==> src/rtl/cv32e40p_rf_ctx_engine_if.sv <==
// Handshake, stream and register-file port bundle of the RF context engine.
// master = engine side, slave = core/RF/stream side.
interface cv32e40p_rf_ctx_engine_if #(
  parameter int ADDR_WIDTH = 6,
  parameter int DATA_WIDTH = 32
);
  // Control
  logic                  save_req_i;
  logic                  restore_req_i;
  logic                  abort_i;
  logic                  busy_o;
  logic                  done_o;

  // Register file read port (save) and write port (restore)
  logic [ADDR_WIDTH-1:0] rf_raddr_o;
  logic [DATA_WIDTH-1:0] rf_rdata_i;
  logic [ADDR_WIDTH-1:0] rf_waddr_o;
  logic [DATA_WIDTH-1:0] rf_wdata_o;
  logic                  rf_we_o;

  // Outbound save stream
  logic                  sv_valid_o;
  logic                  sv_ready_i;
  logic [ADDR_WIDTH-1:0] sv_addr_o;
  logic [DATA_WIDTH-1:0] sv_data_o;

  // Inbound restore stream
  logic                  rs_valid_i;
  logic                  rs_ready_o;
  logic [DATA_WIDTH-1:0] rs_data_i;

  modport master (
    input  save_req_i, restore_req_i, abort_i,
    input  rf_rdata_i, sv_ready_i, rs_valid_i, rs_data_i,
    output busy_o, done_o,
    output rf_raddr_o, rf_waddr_o, rf_wdata_o, rf_we_o,
    output sv_valid_o, sv_addr_o, sv_data_o,
    output rs_ready_o
  );

  modport slave (
    output save_req_i, restore_req_i, abort_i,
    output rf_rdata_i, sv_ready_i, rs_valid_i, rs_data_i,
    input  busy_o, done_o,
    input  rf_raddr_o, rf_waddr_o, rf_wdata_o, rf_we_o,
    input  sv_valid_o, sv_addr_o, sv_data_o,
    input  rs_ready_o
  );
endinterface

==> src/rtl/cv32e40p_rf_ctx_engine.sv <==
// Register-file context engine: walks x1..x31 (and f0..f31 when an FP bank exists),
// streaming them out on save or writing them back from an inbound stream on restore.
module cv32e40p_rf_ctx_engine #(
  parameter int ADDR_WIDTH = 6,
  parameter int DATA_WIDTH = 32,
  parameter int FPU        = 0,
  parameter int PULP_ZFINX = 0
) (
  input  logic                            clk,
  input  logic                            rst,
  cv32e40p_rf_ctx_engine_if.master        bus
);

  typedef enum logic [1:0] {
    IDLE    = 2'd0,
    SAVE    = 2'd1,
    RESTORE = 2'd2,
    DONE    = 2'd3
  } state_t;

  typedef logic [ADDR_WIDTH:0]   idx_t;
  typedef logic [ADDR_WIDTH-1:0] addr_t;
  typedef logic [DATA_WIDTH-1:0] data_t;

  // The FP bank is walked only when it exists as a separate bank.
  localparam bit    WALK_FP   = (FPU != 0) && (PULP_ZFINX == 0);
  localparam idx_t  LAST_IDX  = WALK_FP ? idx_t'(63) : idx_t'(31);
  localparam addr_t LAST_ADDR = addr_t'(LAST_IDX);

  state_t state_q, state_d;

  // One spare bit lets idx step past LAST without wrapping back onto x0.
  idx_t   idx_q;

  logic   sv_valid_q;
  addr_t  sv_addr_q;
  data_t  sv_data_q;

  logic   we_q;
  addr_t  waddr_q;
  data_t  wdata_q;

  logic   idx_in_walk;
  logic   sv_hs;
  logic   sv_load;
  logic   last_sv_hs;
  logic   rs_ready;
  logic   rs_hs;
  logic   last_write;

  assign idx_in_walk = (idx_q <= LAST_IDX);
  assign sv_hs       = sv_valid_q & bus.sv_ready_i;
  assign last_sv_hs  = sv_hs & (sv_addr_q == LAST_ADDR);

  // The output register refills when empty or when its beat leaves this cycle.
  assign sv_load     = (state_q == SAVE) & ~bus.abort_i & idx_in_walk
                     & (~sv_valid_q | bus.sv_ready_i);

  // Ready falls with abort so no beat is accepted that will never be written.
  assign rs_ready    = (state_q == RESTORE) & ~bus.abort_i & idx_in_walk;
  assign rs_hs       = rs_ready & bus.rs_valid_i;
  assign last_write  = we_q & (waddr_q == LAST_ADDR);

  // NOTE: sequential state uses non-blocking (<=) so every flop samples
  // pre-edge values regardless of process evaluation order.
  always_ff @(posedge clk or posedge rst) begin
    if (rst) begin
      state_q <= IDLE;
    end else begin
      state_q <= state_d;
    end
  end

  // NOTE: state_d gets a default before the case so no path leaves it
  // unassigned, which would otherwise infer a latch.
  always_comb begin
    state_d = state_q;
    unique case (state_q)
      IDLE: begin
        if (bus.save_req_i) begin
          state_d = SAVE;
        end else if (bus.restore_req_i) begin
          state_d = RESTORE;
        end
      end
      SAVE: begin
        if (bus.abort_i) begin
          state_d = IDLE;
        end else if (last_sv_hs) begin
          state_d = DONE;
        end
      end
      RESTORE: begin
        if (bus.abort_i) begin
          state_d = IDLE;
        end else if (last_write) begin
          state_d = DONE;
        end
      end
      DONE: begin
        state_d = IDLE;
      end
      default: begin
        state_d = IDLE;
      end
    endcase
  end

  always_ff @(posedge clk or posedge rst) begin
    if (rst) begin
      idx_q      <= idx_t'(1);
      sv_valid_q <= 1'b0;
      sv_addr_q  <= '0;
      sv_data_q  <= '0;
      we_q       <= 1'b0;
      waddr_q    <= '0;
      wdata_q    <= '0;
    end else begin
      // An accepted restore beat always lands, even if abort follows it.
      we_q <= rs_hs;
      if (rs_hs) begin
        waddr_q <= addr_t'(idx_q);
        wdata_q <= bus.rs_data_i;
      end

      unique case (state_q)
        IDLE: begin
          idx_q <= idx_t'(1);
        end
        SAVE: begin
          if (bus.abort_i) begin
            sv_valid_q <= 1'b0;
          end else if (sv_load) begin
            sv_valid_q <= 1'b1;
            sv_addr_q  <= addr_t'(idx_q);
            sv_data_q  <= bus.rf_rdata_i;
            idx_q      <= idx_q + idx_t'(1);
          end else if (sv_hs) begin
            sv_valid_q <= 1'b0;
          end
        end
        RESTORE: begin
          if (rs_hs) begin
            idx_q <= idx_q + idx_t'(1);
          end
        end
        default: begin
        end
      endcase
    end
  end

  assign bus.busy_o     = (state_q != IDLE);
  assign bus.done_o     = (state_q == DONE);
  assign bus.rf_raddr_o = ((state_q == SAVE) && idx_in_walk) ? addr_t'(idx_q) : '0;
  assign bus.rf_waddr_o = waddr_q;
  assign bus.rf_wdata_o = wdata_q;
  assign bus.rf_we_o    = we_q;
  assign bus.sv_valid_o = sv_valid_q;
  assign bus.sv_addr_o  = sv_addr_q;
  assign bus.sv_data_o  = sv_data_q;
  assign bus.rs_ready_o = rs_ready;

endmodule

==> src/flat_wrapper.sv <==
// flat-port wrapper written by rule: the top's interface ports become plain ports
module cv32e40p_rf_ctx_engine_flat 
#(
  parameter int ADDR_WIDTH = 6,
  parameter int DATA_WIDTH = 32,
  parameter int FPU        = 0,
  parameter int PULP_ZFINX = 0
)
  (clk, rst, bus_save_req_i, bus_restore_req_i, bus_abort_i, bus_rf_rdata_i, bus_sv_ready_i, bus_rs_valid_i, bus_rs_data_i, bus_busy_o, bus_done_o, bus_rf_raddr_o, bus_rf_waddr_o, bus_rf_wdata_o, bus_rf_we_o, bus_sv_valid_o, bus_sv_addr_o, bus_sv_data_o, bus_rs_ready_o);
  cv32e40p_rf_ctx_engine_if #(.ADDR_WIDTH(ADDR_WIDTH), .DATA_WIDTH(DATA_WIDTH)) bus_i ();
  input  logic clk;
  input  logic rst;
  input wire logic [$bits(bus_i.save_req_i)-1:0] bus_save_req_i;
  input wire logic [$bits(bus_i.restore_req_i)-1:0] bus_restore_req_i;
  input wire logic [$bits(bus_i.abort_i)-1:0] bus_abort_i;
  input wire logic [$bits(bus_i.rf_rdata_i)-1:0] bus_rf_rdata_i;
  input wire logic [$bits(bus_i.sv_ready_i)-1:0] bus_sv_ready_i;
  input wire logic [$bits(bus_i.rs_valid_i)-1:0] bus_rs_valid_i;
  input wire logic [$bits(bus_i.rs_data_i)-1:0] bus_rs_data_i;
  output wire logic [$bits(bus_i.busy_o)-1:0] bus_busy_o;
  output wire logic [$bits(bus_i.done_o)-1:0] bus_done_o;
  output wire logic [$bits(bus_i.rf_raddr_o)-1:0] bus_rf_raddr_o;
  output wire logic [$bits(bus_i.rf_waddr_o)-1:0] bus_rf_waddr_o;
  output wire logic [$bits(bus_i.rf_wdata_o)-1:0] bus_rf_wdata_o;
  output wire logic [$bits(bus_i.rf_we_o)-1:0] bus_rf_we_o;
  output wire logic [$bits(bus_i.sv_valid_o)-1:0] bus_sv_valid_o;
  output wire logic [$bits(bus_i.sv_addr_o)-1:0] bus_sv_addr_o;
  output wire logic [$bits(bus_i.sv_data_o)-1:0] bus_sv_data_o;
  output wire logic [$bits(bus_i.rs_ready_o)-1:0] bus_rs_ready_o;
  assign bus_i.save_req_i = bus_save_req_i;
  assign bus_i.restore_req_i = bus_restore_req_i;
  assign bus_i.abort_i = bus_abort_i;
  assign bus_i.rf_rdata_i = bus_rf_rdata_i;
  assign bus_i.sv_ready_i = bus_sv_ready_i;
  assign bus_i.rs_valid_i = bus_rs_valid_i;
  assign bus_i.rs_data_i = bus_rs_data_i;
  assign bus_busy_o = bus_i.busy_o;
  assign bus_done_o = bus_i.done_o;
  assign bus_rf_raddr_o = bus_i.rf_raddr_o;
  assign bus_rf_waddr_o = bus_i.rf_waddr_o;
  assign bus_rf_wdata_o = bus_i.rf_wdata_o;
  assign bus_rf_we_o = bus_i.rf_we_o;
  assign bus_sv_valid_o = bus_i.sv_valid_o;
  assign bus_sv_addr_o = bus_i.sv_addr_o;
  assign bus_sv_data_o = bus_i.sv_data_o;
  assign bus_rs_ready_o = bus_i.rs_ready_o;
  cv32e40p_rf_ctx_engine #(.ADDR_WIDTH(ADDR_WIDTH), .DATA_WIDTH(DATA_WIDTH), .FPU(FPU), .PULP_ZFINX(PULP_ZFINX)) u_core (.clk(clk), .rst(rst), .bus(bus_i));
endmodule
==> config.mk <==
export PLATFORM = sky130hd
export DESIGN_NAME = cv32e40p_rf_ctx_engine_flat
export DESIGN_NICKNAME = d
export VERILOG_FILES = /design/src/rtl/cv32e40p_rf_ctx_engine_if.sv /design/src/rtl/cv32e40p_rf_ctx_engine.sv /design/src/flat_wrapper.sv
export SDC_FILE = /design/constraint.sdc
export NUM_CORES = 1
export LEC_CHECK = 0
export ABC_AREA = 1
export CAP_MARGIN = 15
export CORE_UTILIZATION = 46
export CTS_CLUSTER_SIZE = 16
export DETAILED_ROUTE_END_ITERATION = 8
export HOLD_SLACK_MARGIN = 0.15
export PLACE_DENSITY = 0.9
export SYNTH_ARGS = -nofsm -noshare
export SYNTH_HDL_FRONTEND = slang
export SYNTH_SLANG_ARGS = --single-unit
==> constraint.sdc <==
create_clock -name clk -period 5.4 [get_ports clk]
set_input_delay 0.81 -clock clk [delete_from_list [all_inputs] [get_ports clk]]
set_output_delay 0.81 -clock clk [all_outputs]
set_load 0.02 [all_outputs]
After elaboration in Yosys (flattened, before gate mapping)
Cells that the tools add are included.
{"block": "word_totals", "regBits": 87, "in_bits": 71, "out_inout_bits": 87, "wordCells": 57}
{"block": "op_classes", "addsub": 1, "order_cmp": 1, "eq_ne": 11, "muxes": 15, "bitwise_logic": 12, "reduce_logical": 9}
{"op": "two-way mux 7 bit", "count": 3}
{"op": "case mux 7 bit (3 select lines)", "count": 1}
{"op": "equality test 6 x 5 -> 1 bit, second input constant", "count": 2}
{"op": "two-way mux 2 bit", "count": 6}
{"op": "AND 1 bit", "count": 9}
{"op": "case mux 2 bit (4 select lines)", "count": 1}
{"op": "adder 7 x 1 -> 7 bit, second input constant", "count": 1}
{"op": "less-or-equal comparator 7 x 5 -> 1 bit, second input constant", "count": 1}
{"op": "two-way mux 6 bit", "count": 1}
{"op": "inequality test 3 x 2 -> 1 bit, second input constant", "count": 2}
{"op": "AND reduction 3 bit", "count": 2}
{"op": "nonzero test 3 bit", "count": 2}
{"op": "equality test 2 bit, second input constant", "count": 2}
{"op": "inequality test 2 x 1 -> 1 bit, second input constant", "count": 2}
{"op": "AND reduction 4 bit", "count": 1}
{"op": "two-way mux 1 bit", "count": 3}
{"op": "inequality test 3 bit, second input constant", "count": 1}
{"op": "equality test 2 x 1 -> 1 bit, second input constant", "count": 1}
{"op": "logical NOT 2 bit", "count": 1}
{"op": "inequality test 2 bit, second input constant", "count": 1}
{"op": "inverter 1 bit", "count": 2}
{"op": "AND reduction 2 bit", "count": 1}
{"op": "nonzero test 2 bit", "count": 1}
{"op": "logical AND 1 bit", "count": 1}
{"op": "OR 1 bit", "count": 1}

Depth between registers and ports, before layout
Gate-level depths: netlist of the first run.
{"block": "depth", "ltp_word": 7, "ltp_mapped": 9, "ltp_nobuf": 9}

Least setup slack after synthesis of the first run
OpenSTA, ideal clock, no wires.
{"block": "synth_path", "kind": "flip-flop to output port", "from": "register u_core.idx_q[0]", "to": "output bus_rf_raddr_o[0]", "arrival_time_ps": 1392, "required_time_ps": 4590, "setup_slack_ps": 3198, "path_stages_with_launch": 6, "n_path_buf": 0, "path_cell_list": "dfstp_2 ha_1 nand2_2 nand3_4 nand3_1 nor2_1"}
{"block": "synth_between", "elab_chain_cells": 3}
{"item": "start, declared", "line": "cv32e40p_rf_ctx_engine.sv:33", "source": "idx_t idx_q;"}
{"item": "start signal, assigned", "line": "cv32e40p_rf_ctx_engine.sv:111", "source": "idx_q <= idx_t'(1);"}
{"item": "start signal, assigned", "line": "cv32e40p_rf_ctx_engine.sv:128", "source": "idx_q <= idx_t'(1);"}
{"item": "start signal, assigned", "line": "cv32e40p_rf_ctx_engine.sv:137", "source": "idx_q <= idx_q + idx_t'(1);"}
{"item": "less-or-equal comparator 7 x 5 -> 1 bit", "line": "cv32e40p_rf_ctx_engine.sv:51", "source": "assign idx_in_walk = (idx_q <= LAST_IDX);"}
{"item": "logical AND 1 bit", "line": "cv32e40p_rf_ctx_engine.sv:155", "source": "assign bus.rf_raddr_o = ((state_q == SAVE) && idx_in_walk) ? addr_t'(idx_q) : '0;"}
{"item": "two-way mux 6 bit *", "line": "cv32e40p_rf_ctx_engine.sv:155"}
{"item": "end, declared", "line": "flat_wrapper.sv:22", "source": "output wire logic [$bits(bus_i.rf_raddr_o)-1:0] bus_rf_raddr_o;"}
Every way passes the cells marked *; elsewhere a longest branch is shown, timed or not.

Final worst setup path of the first run
{"block": "layout_path", "from": "register u_core.idx_q[0]", "to": "output bus_rf_raddr_o[3]"}
{"block": "layout_between", "elab_chain_cells": 3}
{"item": "less-or-equal comparator 7 x 5 -> 1 bit", "line": "cv32e40p_rf_ctx_engine.sv:51"}
{"item": "logical AND 1 bit", "line": "cv32e40p_rf_ctx_engine.sv:155"}
{"item": "two-way mux 6 bit", "line": "cv32e40p_rf_ctx_engine.sv:155"}
No other way between the ends.

==> results of run 1 <==
## cell families (layout without fill, tap and decap cells)
kind of cell / after synthesis / count (layout) / share of synthesized area
AND/OR/NAND/NOR: 211 / 211 / 0.238
other: 1 / 1 / 0.000977
adder cells (fa/ha/maj): 5 / 5 / 0.0163
flip-flops: 87 / 87 / 0.568
AO/OA/AOI/OAI: 55 / 55 / 0.0906
buffers and inverters: 68 / 225 / 0.0861
## area by class of cell
type | count | area [sq um] | share of cell area
tap | 102 | 128 | 0.0227
clock inverter | 4 | 76.3 | 0.0136
timing repair buffer | 157 | 1570 | 0.279
sequential | 87 | 2180 | 0.387
inverter | 52 | 196 | 0.0349
clock buffer | 12 | 155 | 0.0275
multi-input combinational | 272 | 1330 | 0.236
## critical path: stages, from the launching register on
cell and delay [ns]:
sky130_fd_sc_hd__dfstp_2 0.58, sky130_fd_sc_hd__ha_1 0.21, sky130_fd_sc_hd__nand2_2 0.11, sky130_fd_sc_hd__nand3_4 0.15, sky130_fd_sc_hd__nand3_1 0.16, sky130_fd_sc_hd__nor2_1 0.17
sky130_fd_sc_hd__clkdlybuf4s50_1 0.62
## worst min path at each step
stage	slack, ns	endpoint	cells after the start	from
after CTS	0.49	u_core.bus.rf_wdata_o[30]$_DFFE_PP0P_	2	u_core.bus.rf_wdata_o[30]$_DFFE_PP0P_
after floorplan	0.46	u_core.idx_q[4]$_DFFE_PP0P_	2	u_core.idx_q[4]$_DFFE_PP0P_
after global placement	0.46	u_core.bus.rf_wdata_o[25]$_DFFE_PP0P_	2	u_core.bus.rf_wdata_o[25]$_DFFE_PP0P_
final	0.49	u_core.bus.rf_wdata_o[30]$_DFFE_PP0P_	2	u_core.bus.rf_wdata_o[30]$_DFFE_PP0P_
after global routing	0.51	u_core.bus.sv_data_o[18]$_DFFE_PP0P_	2	u_core.bus.sv_data_o[18]$_DFFE_PP0P_
after detailed placement	0.47	u_core.bus.rf_wdata_o[30]$_DFFE_PP0P_	2	u_core.bus.rf_wdata_o[30]$_DFFE_PP0P_
## through the flow
stage / util / power (mW) / hold slack, ns / area, sq um
final: 0.714 / 3.05 / 0.487 / 5630
after global routing: 0.714 / 3.22 / 0.508 / 5630
after CTS: 0.714 / 3.07 / 0.489 / 5630
after detailed placement: 0.685 / 2.55 / 0.465 / 5400
after global placement: 0.685 / 2.49 / 0.461 / 5400
after floorplan: - / 1.86 / 0.464 / 3840
## registers in the layout, summed over array words and instances, names as in the netlist
signal	cells
u_core.idx_q	7
u_core.bus.sv_data_o	32
u_core.bus.sv_valid_o	1
u_core.bus.sv_addr_o	6
u_core.bus.rf_we_o	1
u_core.bus.rf_waddr_o	6
u_core.bus.rf_wdata_o	32
u_core.state_q	2
## cells in the mapped netlist, types with 3 or more instances
master and instances:
sky130_fd_sc_hd__inv_1 51, sky130_fd_sc_hd__o21ai_1 6, sky130_fd_sc_hd__nand3_1 11, sky130_fd_sc_hd__buf_4 6
sky130_fd_sc_hd__a21oi_1 3, sky130_fd_sc_hd__nand2_1 157, sky130_fd_sc_hd__buf_6 5, sky130_fd_sc_hd__nand2_2 13
sky130_fd_sc_hd__ha_1 5, sky130_fd_sc_hd__o21ai_0 26, sky130_fd_sc_hd__nand4_1 3, sky130_fd_sc_hd__o21ai_2 18
sky130_fd_sc_hd__dfrtp_1 86, sky130_fd_sc_hd__nor2_1 19
## where the power goes
| part | internal, mW | switching, mW | leakage (nW) |
|---|---|---|---|
| clock network | 0.288 | 0.228 | 0.113 |
| logic | 0.656 | 0.799 | 1.50 |
| registers | 0.914 | 0.169 | 1.11 |
| total | 1.86 | 1.20 | 2.73 |
## metal layers
layer / routed length (um) / GRT usage / vias to the layer above
li1: - / - / 1613
met1: 3850 / 0.254 / 1606
met4: 310 / 0.108 / 0
met3: 620 / 0.0480 / 26
met5: 0 / 0 / -
met2: 5030 / 0.407 / 136
==> impl_summary.log, run 1 <==
[metrics] result of the run: complete, no violations
[metrics] remaining antenna violation count after routing: 0
[metrics] max-slew violation count: 0
[metrics] Synth Cell Area: 3840 sq um
[metrics] dominant cell type by area after synthesis: sky130_fd_sc_hd__dfrtp_1
[metrics] type of element launching the critical path: register
[metrics] Fin Setup TNS: 0 ns
[metrics] min setup slack post-route: 2.25 ns
[metrics] final-report setup violation count: 0
[metrics] clk root buf: sky130_fd_sc_hd__clkbuf_8
[metrics] clock transition time at the flip-flop clock pins of the worst setup and hold paths: 0.09 ns
[metrics] floorplan die area: between 8000 and 9000 sq um
[metrics] total grt overflow: 0
[metrics] crit path kind: register to output port
[metrics] I/O pins: ~160
[metrics] number of design-rule violations left by the first detailed-router iteration: approximately 170
[metrics] number of standard cells in the final layout excluding fillers: 686
[metrics] via count of the first global-routing pass: approximately 3,400
[metrics] Placeable Area: 7890 sq um
[metrics] most used flip-flop cell after synthesis: sky130_fd_sc_hd__dfrtp_1
[metrics] most frequent cells in the layout: 157 x sky130_fd_sc_hd__nand2_1, 156 x sky130_fd_sc_hd__clkdlybuf4s50_1, 86 x sky130_fd_sc_hd__dfrtp_1
[metrics] FF-to-FF End: u_core.idx_q[3]$_DFFE_PP0P_
[metrics] Post-Synthesis Net Count: around 500
[metrics] pin count of the biggest net entering global routing: between 70 and 80
[metrics] pre-CTS setup slack: about 2.2 ns
[metrics] nets: roughly 660
[metrics] TritonCTS clock tree: yes
[metrics] Synth warnings: 0
[metrics] top cells by area, synth: sky130_fd_sc_hd__dfrtp_1 56%, sky130_fd_sc_hd__nand2_1 15%, sky130_fd_sc_hd__inv_1 5.0%
[metrics] final clock skew: approximately 0.011 ns
[metrics] count of fill cells added during filler insertion: 554
[metrics] clock latency reported for the late side of the worst-skew pair: 0.34 ns
[metrics] type of element capturing the critical path: output port
[metrics] GRT Resource Usage Total: 0.226
[metrics] number of maximum-capacitance violations: 0
[metrics] total instance count after detailed placement: between 600 and 700
[metrics] distinct cell type count after synthesis: 30
[metrics] via count of the routed design: 3,381
[metrics] register-to-register setup slack: ~2.7 ns
[metrics] Worst EP required: 4.59 ns
[metrics] Worst setup endpoint: bus_rf_raddr_o[3]
[metrics] detailed-route vias per instance: about 4.9
[metrics] half-perimeter wire length after placement: 7160 um
[metrics] critical path peak fanout: 5
[metrics] fmax: ~0.32 GHz
[metrics] hold_buf cts: 0
[metrics] mean area per synthesized cell: 8.99 sq um
[metrics] initial antenna violation count: 0
[metrics] number of placement rows: 32
[metrics] first-pass GRT wire length: ~15,000 um
[metrics] gate count after technology mapping: 427
[metrics] postcts setup bufs: 0
[metrics] HP Class: register to register
[metrics] critical register-to-register path startpoint: u_core.state_q[1]$_DFFE_PP0P_
[metrics] most frequent standard cell in the layout excluding fill and tap cells: sky130_fd_sc_hd__nand2_1
[metrics] Static Leak: roughly 2.7 nW
[metrics] number of iterations in the first detailed-routing pass: 5
[metrics] data arrival time of the critical path: around 2.3 ns
[metrics] fraction of layout instances using a drive strength above 1: 0.0959
[metrics] peak supply drop: between 0.2 and 0.3 mV
[metrics] DR WL/cell: around 14 um
[metrics] DRC: 0
[metrics] CTS H-Tree Depth: 3
[metrics] Routed Wire Length: around 9800 um
[metrics] normalized max-slew margin: 0.400
[metrics] number of storage elements in the synthesis netlist: slightly below 90
[metrics] Layout area overhead: 46.8%
[metrics] sequential-to-total area share from yosys stat: 0.568
[metrics] setup repair after global routing missed its margin: false
[metrics] fraction of synthesis flops using an asynchronous set or reset pin: 1.00
[metrics] Final Wtd Congestion: just under 0.9
[metrics] post-cts resize count: 0
[metrics] Inserted Diodes: 0
[metrics] Starting Density: 0.487
[metrics] Buffers on Ports: around 160
[metrics] Post-synth EDFFs: 0
[metrics] proportion of netlist area held by the largest area contributor: 0.561
[metrics] Final Critical Period: 3.15 ns
[metrics] maximum clock path buffer count: 2
[metrics] die height: 93.3 um
[metrics] Fin. Hold Viols: 0
[metrics] total power density per cell area: ~540 nW/um^2
[metrics] start point of the critical path: u_core.idx_q[0]$_DFFE_PP1P_
[metrics] TritonCTS Buffers: 9
[metrics] Die X: just over 90 um
[metrics] R2R cell count: 9
[metrics] CTS Sinks: a little under 90
[metrics] slew at the pin closest to its max-slew limit: 0.900 ns
[metrics] fin crit share: 0.583
No activity file was read; power rests on OpenSTA's default activity.
==> run 2, diff against run 1 <==
- CORE_UTILIZATION: 46 -> 43
- PLACE_DENSITY: 0.9 -> 0.85
- clock period: 5.4 -> 3.1 ns (I/O delays scaled with it)
==> run 2 against run 1 <==
Effect of this change: sequential cell count unchanged; critical path depth stayed put; sequential share of layout area decreased by 0.34 points; critical path type unchanged; routed wire length fell by 5.7%; first-iteration DRC count grew 2.4%; clock-buffer cell count fell by 2; clock skew fell by 0.0023 ns; worst hold slack worse by 0.017 ns; design area increased by 0.89%; total power increased by 75%; clock power grew 80%; utilization fell by 5.9 points.
==> impl_summary.log, run 2 (synthesis gave the netlist of run 1 again) <==
[metrics] result of the run: complete, no violations
[metrics] number of maximum-capacitance violations: 0 (unchanged)
[metrics] I/O pins: 158 (unchanged)
[metrics] HP Class: primary input to asynchronous set/reset pin
[metrics] data arrival time of the critical path: 2.39 ns (+0.05 ns)
[metrics] GRT Resource Usage Total: 0.200 (-0.0264)
[metrics] via count of the routed design: 3,260 (-3.6%)
[metrics] pin count of the biggest net entering global routing: 77 (-1.3%)
[metrics] Worst EP required: 2.63 ns (-1.96 ns)
[metrics] Fin Setup TNS: 0 ns (unchanged)
[metrics] Routed Wire Length: 9250 um (-5.7%)
[metrics] final-report setup violation count: 0 (unchanged)
[metrics] Starting Density: 0.442 (-0.0443)
[metrics] max-slew violation count: 0 (unchanged)
[metrics] postcts setup bufs: 0 (unchanged)
[metrics] type of element capturing the critical path: output port
[metrics] Static Leak: 2.74 nW (+0.70%)
[metrics] Final Wtd Congestion: 0.879 (+0.38%)
[metrics] fmax: 0.350 GHz
[metrics] count of buffer and inverter cells on the critical path: 1 (unchanged)
[metrics] total grt overflow: 0 (unchanged)
[metrics] DRC: 0 (unchanged)
[metrics] initial antenna violation count: 0 (unchanged)
[metrics] cell breakdown of the critical path: ha_1, nand2_2, nand3_4, nand3_1, nor2_1, clkdlybuf4s50_1
[metrics] Fin. Hold Viols: 0 (unchanged)
[metrics] Inserted Diodes: 0 (unchanged)
[metrics] most frequent standard cell in the layout excluding fill and tap cells: sky130_fd_sc_hd__nand2_1
[metrics] critical path peak fanout: 5 (unchanged)
[metrics] half-perimeter wire length after placement: 6770 um (-5.5%)
[metrics] nets: 657 (+0.31%)
[metrics] floorplan die area: 9310 sq um (+6.8%)
[metrics] Die X: 96.5 um (+3.4%)
[metrics] final clock skew: 0.00817 ns (-0.00235 ns)
[metrics] TritonCTS Buffers: 9 (unchanged)
[metrics] number of iterations in the first detailed-routing pass: 4 (-1)
[metrics] number of design-rule violations left by the first detailed-router iteration: 171 (+2.4%)
[metrics] detailed-route vias per instance: 4.70 (-4.6%)
[metrics] slew at the pin closest to its max-slew limit: 0.556 ns (-0.344 ns)
[metrics] most frequent cells in the layout: 157 x sky130_fd_sc_hd__nand2_1, 156 x sky130_fd_sc_hd__clkdlybuf4s50_1, 86 x sky130_fd_sc_hd__dfrtp_1
[metrics] instance area at placement: 5450 sq um (+0.88%)
[metrics] setup repair after global routing missed its margin: false
[metrics] slowest CP cell: sky130_fd_sc_hd__clkdlybuf4s50_1
[metrics] remaining antenna violation count after routing: 0 (unchanged)
[metrics] Placeable Area: 8680 sq um (+10%)
[metrics] clock latency reported for the late side of the worst-skew pair: 0.34 ns (about the same)
[metrics] fin crit share: 0.922
[metrics] DR WL/cell: 13.3 um (-6.7%)
[metrics] maximum clock path buffer count: 2 (unchanged)
[metrics] clk root buf: sky130_fd_sc_hd__clkbuf_8
[metrics] total power density per cell area: 939 nW/um^2 (+73%)
[metrics] CTS Sinks: 87 (unchanged)
[metrics] hold_buf cts: 0 (unchanged)
[metrics] Layout area overhead: 48.1%
[metrics] post-cts resize count: 0 (unchanged)
[metrics] crit path kind: register to output port
[metrics] number of placement rows: 34 (+6.3%)
[metrics] finished layout cell area: 5680 sq um (+0.89%)
[metrics] normalized max-slew margin: 0.629 (+0.229)
[metrics] kind of cell with the highest combined delay on the critical path: simple AND/OR/NAND/NOR gates
[metrics] Buffers on Ports: 156 (unchanged)
[metrics] CTS H-Tree Depth: 3 (unchanged)
[metrics] CP max stage delay: 0.63 ns (about the same)
[metrics] fraction of layout instances using a drive strength above 1: 0.0974 (+0.00155)
[metrics] count of fill cells added during filler insertion: 716 (+29%)
[metrics] first-pass GRT wire length: 14,200 um (-8.4%)
[metrics] clock transition time at the flip-flop clock pins of the worst setup and hold paths: 0.09 ns (about the same)
[metrics] type of element launching the critical path: register
[metrics] via count of the first global-routing pass: 3,091 (-8.9%)
[metrics] die height: 96.5 um (+3.4%)
[metrics] Final Critical Period: ~2.9 ns
[metrics] TritonCTS clock tree: yes
[metrics] peak supply drop: 0.508 mV (+100%)
run 2: cell types whose count changed in the layout (fill, tap and decap cells not counted):
cell / change
sky130_fd_sc_hd__buf_12: +2
sky130_fd_sc_hd__bufinv_16: +1
sky130_fd_sc_hd__clkbuf_8: -2
run 2: metal layers:
layer  vias up  global-route usage  share of wire
met2       108               0.346           0.50
met1      1518               0.240           0.41
li1       1617                   -              -
met5         -                   0              0
met4         0              0.0772          0.021
met3        17              0.0477          0.067
run 2: power breakdown:
part | total, mW | switching (mW) | internal, mW
sequential | 1.88 | 0.290 | 1.59
clock | 0.928 | 0.393 | 0.535
combinational | 2.52 | 1.37 | 1.15
total | 5.33 | 2.05 | 3.28
run 2: worst paths after layout:
| path | to | from | slack (ns) | cells after the start |
|---|---|---|---|---|
| setup / recovery | bus_rf_raddr_o[2] | u_core.idx_q[0]$_DFFE_PP1P_ | 0.24 | 6 |
| hold / removal | u_core.bus.sv_data_o[7]$_DFFE_PP0P_ | rst | 0.47 | 2 |
| setup reg to reg | u_core.bus.rf_wdata_o[11]$_DFFE_PP0P_ | u_core.state_q[0]$_DFFE_PP0P_ | 1.12 | 8 |
| hold reg to reg | u_core.bus.sv_data_o[23]$_DFFE_PP0P_ | u_core.bus.sv_data_o[23]$_DFFE_PP0P_ | 0.48 | 2 |
| max in group asynchronous | u_core.idx_q[0]$_DFFE_PP1P_ | rst | 1.91 | 3 |
| min in group clk | u_core.bus.sv_data_o[23]$_DFFE_PP0P_ | u_core.bus.sv_data_o[23]$_DFFE_PP0P_ | 0.48 | 2 |
run 2: area by class of cell:
type | count | area (sq um) | area share
timing repair buffer | 159 | 1610 | 0.283
sequential | 87 | 2180 | 0.383
tap | 108 | 135 | 0.0238
clock buffer | 10 | 128 | 0.0225
multi-input combinational | 272 | 1330 | 0.234
inverter | 52 | 196 | 0.0346
clock inverter | 5 | 106 | 0.0187
run 2: per-stage QoR:
step | util | cells | hold slack, ns | worst slack [ns] | power, mW
after floorplan | - | 427 | 0.464 | 0.386 | 3.24
final | 0.655 | 693 | 0.470 | 0.241 | 5.33
after global routing | 0.655 | 693 | 0.504 | 0.122 | 5.68
after CTS | 0.655 | 693 | 0.480 | 0.214 | 5.39
after detailed placement | 0.628 | 678 | 0.464 | 0.613 | 4.44
after global placement | 0.628 | 678 | 0.461 | 0.658 | 4.36
==> run 3, diff against run 2 <==
- CORE_UTILIZATION: 43 -> 44
- CTS_BUF_LIST: unset -> sky130_fd_sc_hd__clkbuf_4
- PLACE_DENSITY: 0.85 -> 0.87
==> run 3 against run 2 <==
Effect of this change: sequential power about the same; total power fell by 4.7%; clock power fell by 28%; sequential cell count unchanged; combinational power about the same; clock skew increased by 0.010 ns; routed wire length increased by 1.1%; cell count fell by 0.58%; largest power group unchanged.
==> impl_summary.log, run 3 (synthesis gave the netlist of run 1 again) <==
[metrics] Routed Wire Length: 9350 um (+1.1%)
[metrics] total grt overflow: 0 (unchanged)
[metrics] Buffers on Ports: 156 (unchanged)
[metrics] TritonCTS clock tree: yes
[metrics] die height: 95.4 um (-1.1%)
[metrics] clock transition time at the flip-flop clock pins of the worst setup and hold paths: 0.14 ns (+0.05 ns)
[metrics] number of maximum-capacitance violations: 0 (unchanged)
[metrics] Fin Setup TNS: 0 ns (unchanged)
[metrics] Final Wtd Congestion: 0.877 (-0.27%)
[metrics] Final Critical Period: 2.81 ns (-0.0463 ns)
[metrics] half-perimeter wire length after placement: 6950 um (+2.7%)
[metrics] Worst EP required: 2.63 ns (about the same)
[metrics] TritonCTS Buffers: 9 (unchanged)
[metrics] critical path peak fanout: 5 (unchanged)
[metrics] type of element capturing the critical path: output port
[metrics] normalized max-slew margin: 0.543 (-0.0854)
[metrics] postcts setup bufs: 0 (unchanged)
[metrics] Die X: 95.4 um (-1.1%)
[metrics] number of design-rule violations left by the first detailed-router iteration: 157 (-8.2%)
[metrics] via count of the first global-routing pass: 3,216 (+4.0%)
[metrics] slew at the pin closest to its max-slew limit: 0.684 ns (+0.128 ns)
[metrics] fraction of layout instances using a drive strength above 1: 0.0942 (-0.00326)
[metrics] floorplan die area: 9100 sq um (-2.2%)
[metrics] Inserted Diodes: 0 (unchanged)
[metrics] maximum clock path buffer count: 2 (unchanged)
[metrics] crit path kind: register to output port
[metrics] final-report setup violation count: 0 (unchanged)
[metrics] share of the core filled with cells: 0.670 (+0.0151)
[metrics] count of buffer and inverter cells on the critical path: 1 (unchanged)
[metrics] CP max stage delay: 0.62 ns (about the same)
[metrics] slowest CP cell: sky130_fd_sc_hd__clkdlybuf4s50_1
[metrics] count of fill cells added during filler insertion: 664 (-7.3%)
[metrics] total power density per cell area: 910 nW/um^2 (-3.1%)
[metrics] clk root buf: sky130_fd_sc_hd__clkbuf_4
[metrics] first-pass GRT wire length: 14,700 um (+3.7%)
[metrics] type of element launching the critical path: register
[metrics] DRC: 0 (unchanged)
[metrics] max-slew violation count: 0 (unchanged)
[metrics] Placeable Area: 8340 sq um (-3.9%)
[metrics] clock latency reported for the late side of the worst-skew pair: 0.39 ns (+0.05 ns)
[metrics] fin crit share: 0.907 (-0.0149)
[metrics] HP Class: primary input to asynchronous set/reset pin
[metrics] kind of cell with the highest combined delay on the critical path: buffers and inverters
[metrics] initial antenna violation count: 0 (unchanged)
[metrics] detailed-route vias per instance: 4.74 (+0.73%)
[metrics] number of placement rows: 33 (-2.9%)
[metrics] number of iterations in the first detailed-routing pass: 4 (unchanged)
[metrics] GRT Resource Usage Total: 0.209 (+0.00896)
[metrics] pin count of the biggest net entering global routing: 77 (unchanged)
[metrics] data arrival time of the critical path: 2.35 ns (-0.04 ns)
[metrics] Hold Worst Slack: 0.455 ns (-0.0149 ns)
[metrics] Fin. Hold Viols: 0 (unchanged)
[metrics] most frequent cells in the layout: 157 x sky130_fd_sc_hd__nand2_1, 156 x sky130_fd_sc_hd__clkdlybuf4s50_1, 86 x sky130_fd_sc_hd__dfrtp_1
[metrics] nets: 657 (unchanged)
[metrics] Starting Density: 0.460 (+0.0179)
[metrics] most frequent standard cell in the layout excluding fill and tap cells: sky130_fd_sc_hd__nand2_1
[metrics] via count of the routed design: 3,265 (+0.15%)
[metrics] Layout area overhead: 45.6%
[metrics] peak supply drop: 0.462 mV (-9.2%)
[metrics] I/O pins: 158 (unchanged)
[metrics] result of the run: complete, no violations
[metrics] hold_buf cts: 0 (unchanged)
[metrics] fmax: 0.356 GHz (+1.6%)
[metrics] CTS H-Tree Depth: 3 (unchanged)
[metrics] remaining antenna violation count after routing: 0 (unchanged)
[metrics] CTS Sinks: 87 (unchanged)
[metrics] final clock skew: 0.0185 ns (+0.0103 ns)
[metrics] DR WL/cell: 13.6 um (+1.6%)
[metrics] Static Leak: 2.70 nW (-1.5%)
[metrics] setup repair after global routing missed its margin: false
[metrics] cell breakdown of the critical path: ha_1, nand2_2, nand3_4, nand3_1, nor2_1, clkdlybuf4s50_1
[metrics] post-cts resize count: 0 (unchanged)
-- run 3: final timing paths --
kind                                                   endpoint  cells past startpoint  slack [ns]                                  from
min                         u_core.bus.sv_data_o[2]$_DFFE_PP0P_                      2        0.46                                   rst
max in group asynchronous           u_core.idx_q[0]$_DFFE_PP1P_                      3        1.88                                   rst
max reg2reg                u_core.bus.rf_wdata_o[2]$_DFFE_PP0P_                      9        0.87         u_core.state_q[0]$_DFFE_PP0P_
max                                           bus_rf_raddr_o[3]                      6        0.29           u_core.idx_q[0]$_DFFE_PP1P_
min in group clk           u_core.bus.rf_wdata_o[7]$_DFFE_PP0P_                      2        0.49  u_core.bus.rf_wdata_o[7]$_DFFE_PP0P_
min reg2reg                u_core.bus.rf_wdata_o[7]$_DFFE_PP0P_                      2        0.49  u_core.bus.rf_wdata_o[7]$_DFFE_PP0P_
-- run 3: routing by layer --
layer	GRT usage	vias to the layer above	wire length [um]
met5	0	-	0
li1	-	1617	-
met4	0.0585	0	65
met2	0.363	112	4780
met1	0.262	1529	3880
met3	0.0455	7	625
-- run 3: final cells by class --
| type | count | area [sq um] | area share |
|---|---|---|---|
| Inverter | 52 | 196 | 0.0352 |
| Tap cell | 105 | 131 | 0.0235 |
| Clock inverter | 5 | 75.1 | 0.0134 |
| Timing Repair Buffer | 159 | 1610 | 0.288 |
| Multi-Input combinational cell | 272 | 1330 | 0.238 |
| Clock buffer | 9 | 67.6 | 0.0121 |
| Sequential cell | 87 | 2180 | 0.390 |
-- run 3: report_power, final --
group / internal (mW) / switching (mW)
logic: 1.15 / 1.37
clock network: 0.314 / 0.356
registers: 1.59 / 0.296
-- run 3: stage by stage --
stage                     total power, mW  area (sq um)  setup slack (ns)  std cells
after detailed placement             4.45          5440             0.677        675
after global routing                 5.42          5590             0.102        689
final                                5.08          5590             0.287        689
after floorplan                      3.24          3840             0.386        427
after global placement               4.35          5440             0.684        675
after CTS                            5.13          5590             0.239        689
-- run 3: worst reg2reg max path: stages (launching register included) --
cell	delay [ns]
sky130_fd_sc_hd__dfrtp_1	0.43
sky130_fd_sc_hd__inv_1	0.10
sky130_fd_sc_hd__ha_1	0.27
sky130_fd_sc_hd__inv_1	0.06
sky130_fd_sc_hd__nor2_1	0.22
sky130_fd_sc_hd__nand4_4	0.12
sky130_fd_sc_hd__buf_4	0.28
sky130_fd_sc_hd__inv_2	0.49
sky130_fd_sc_hd__nand2_1	0.12
sky130_fd_sc_hd__nand2_1	0.08
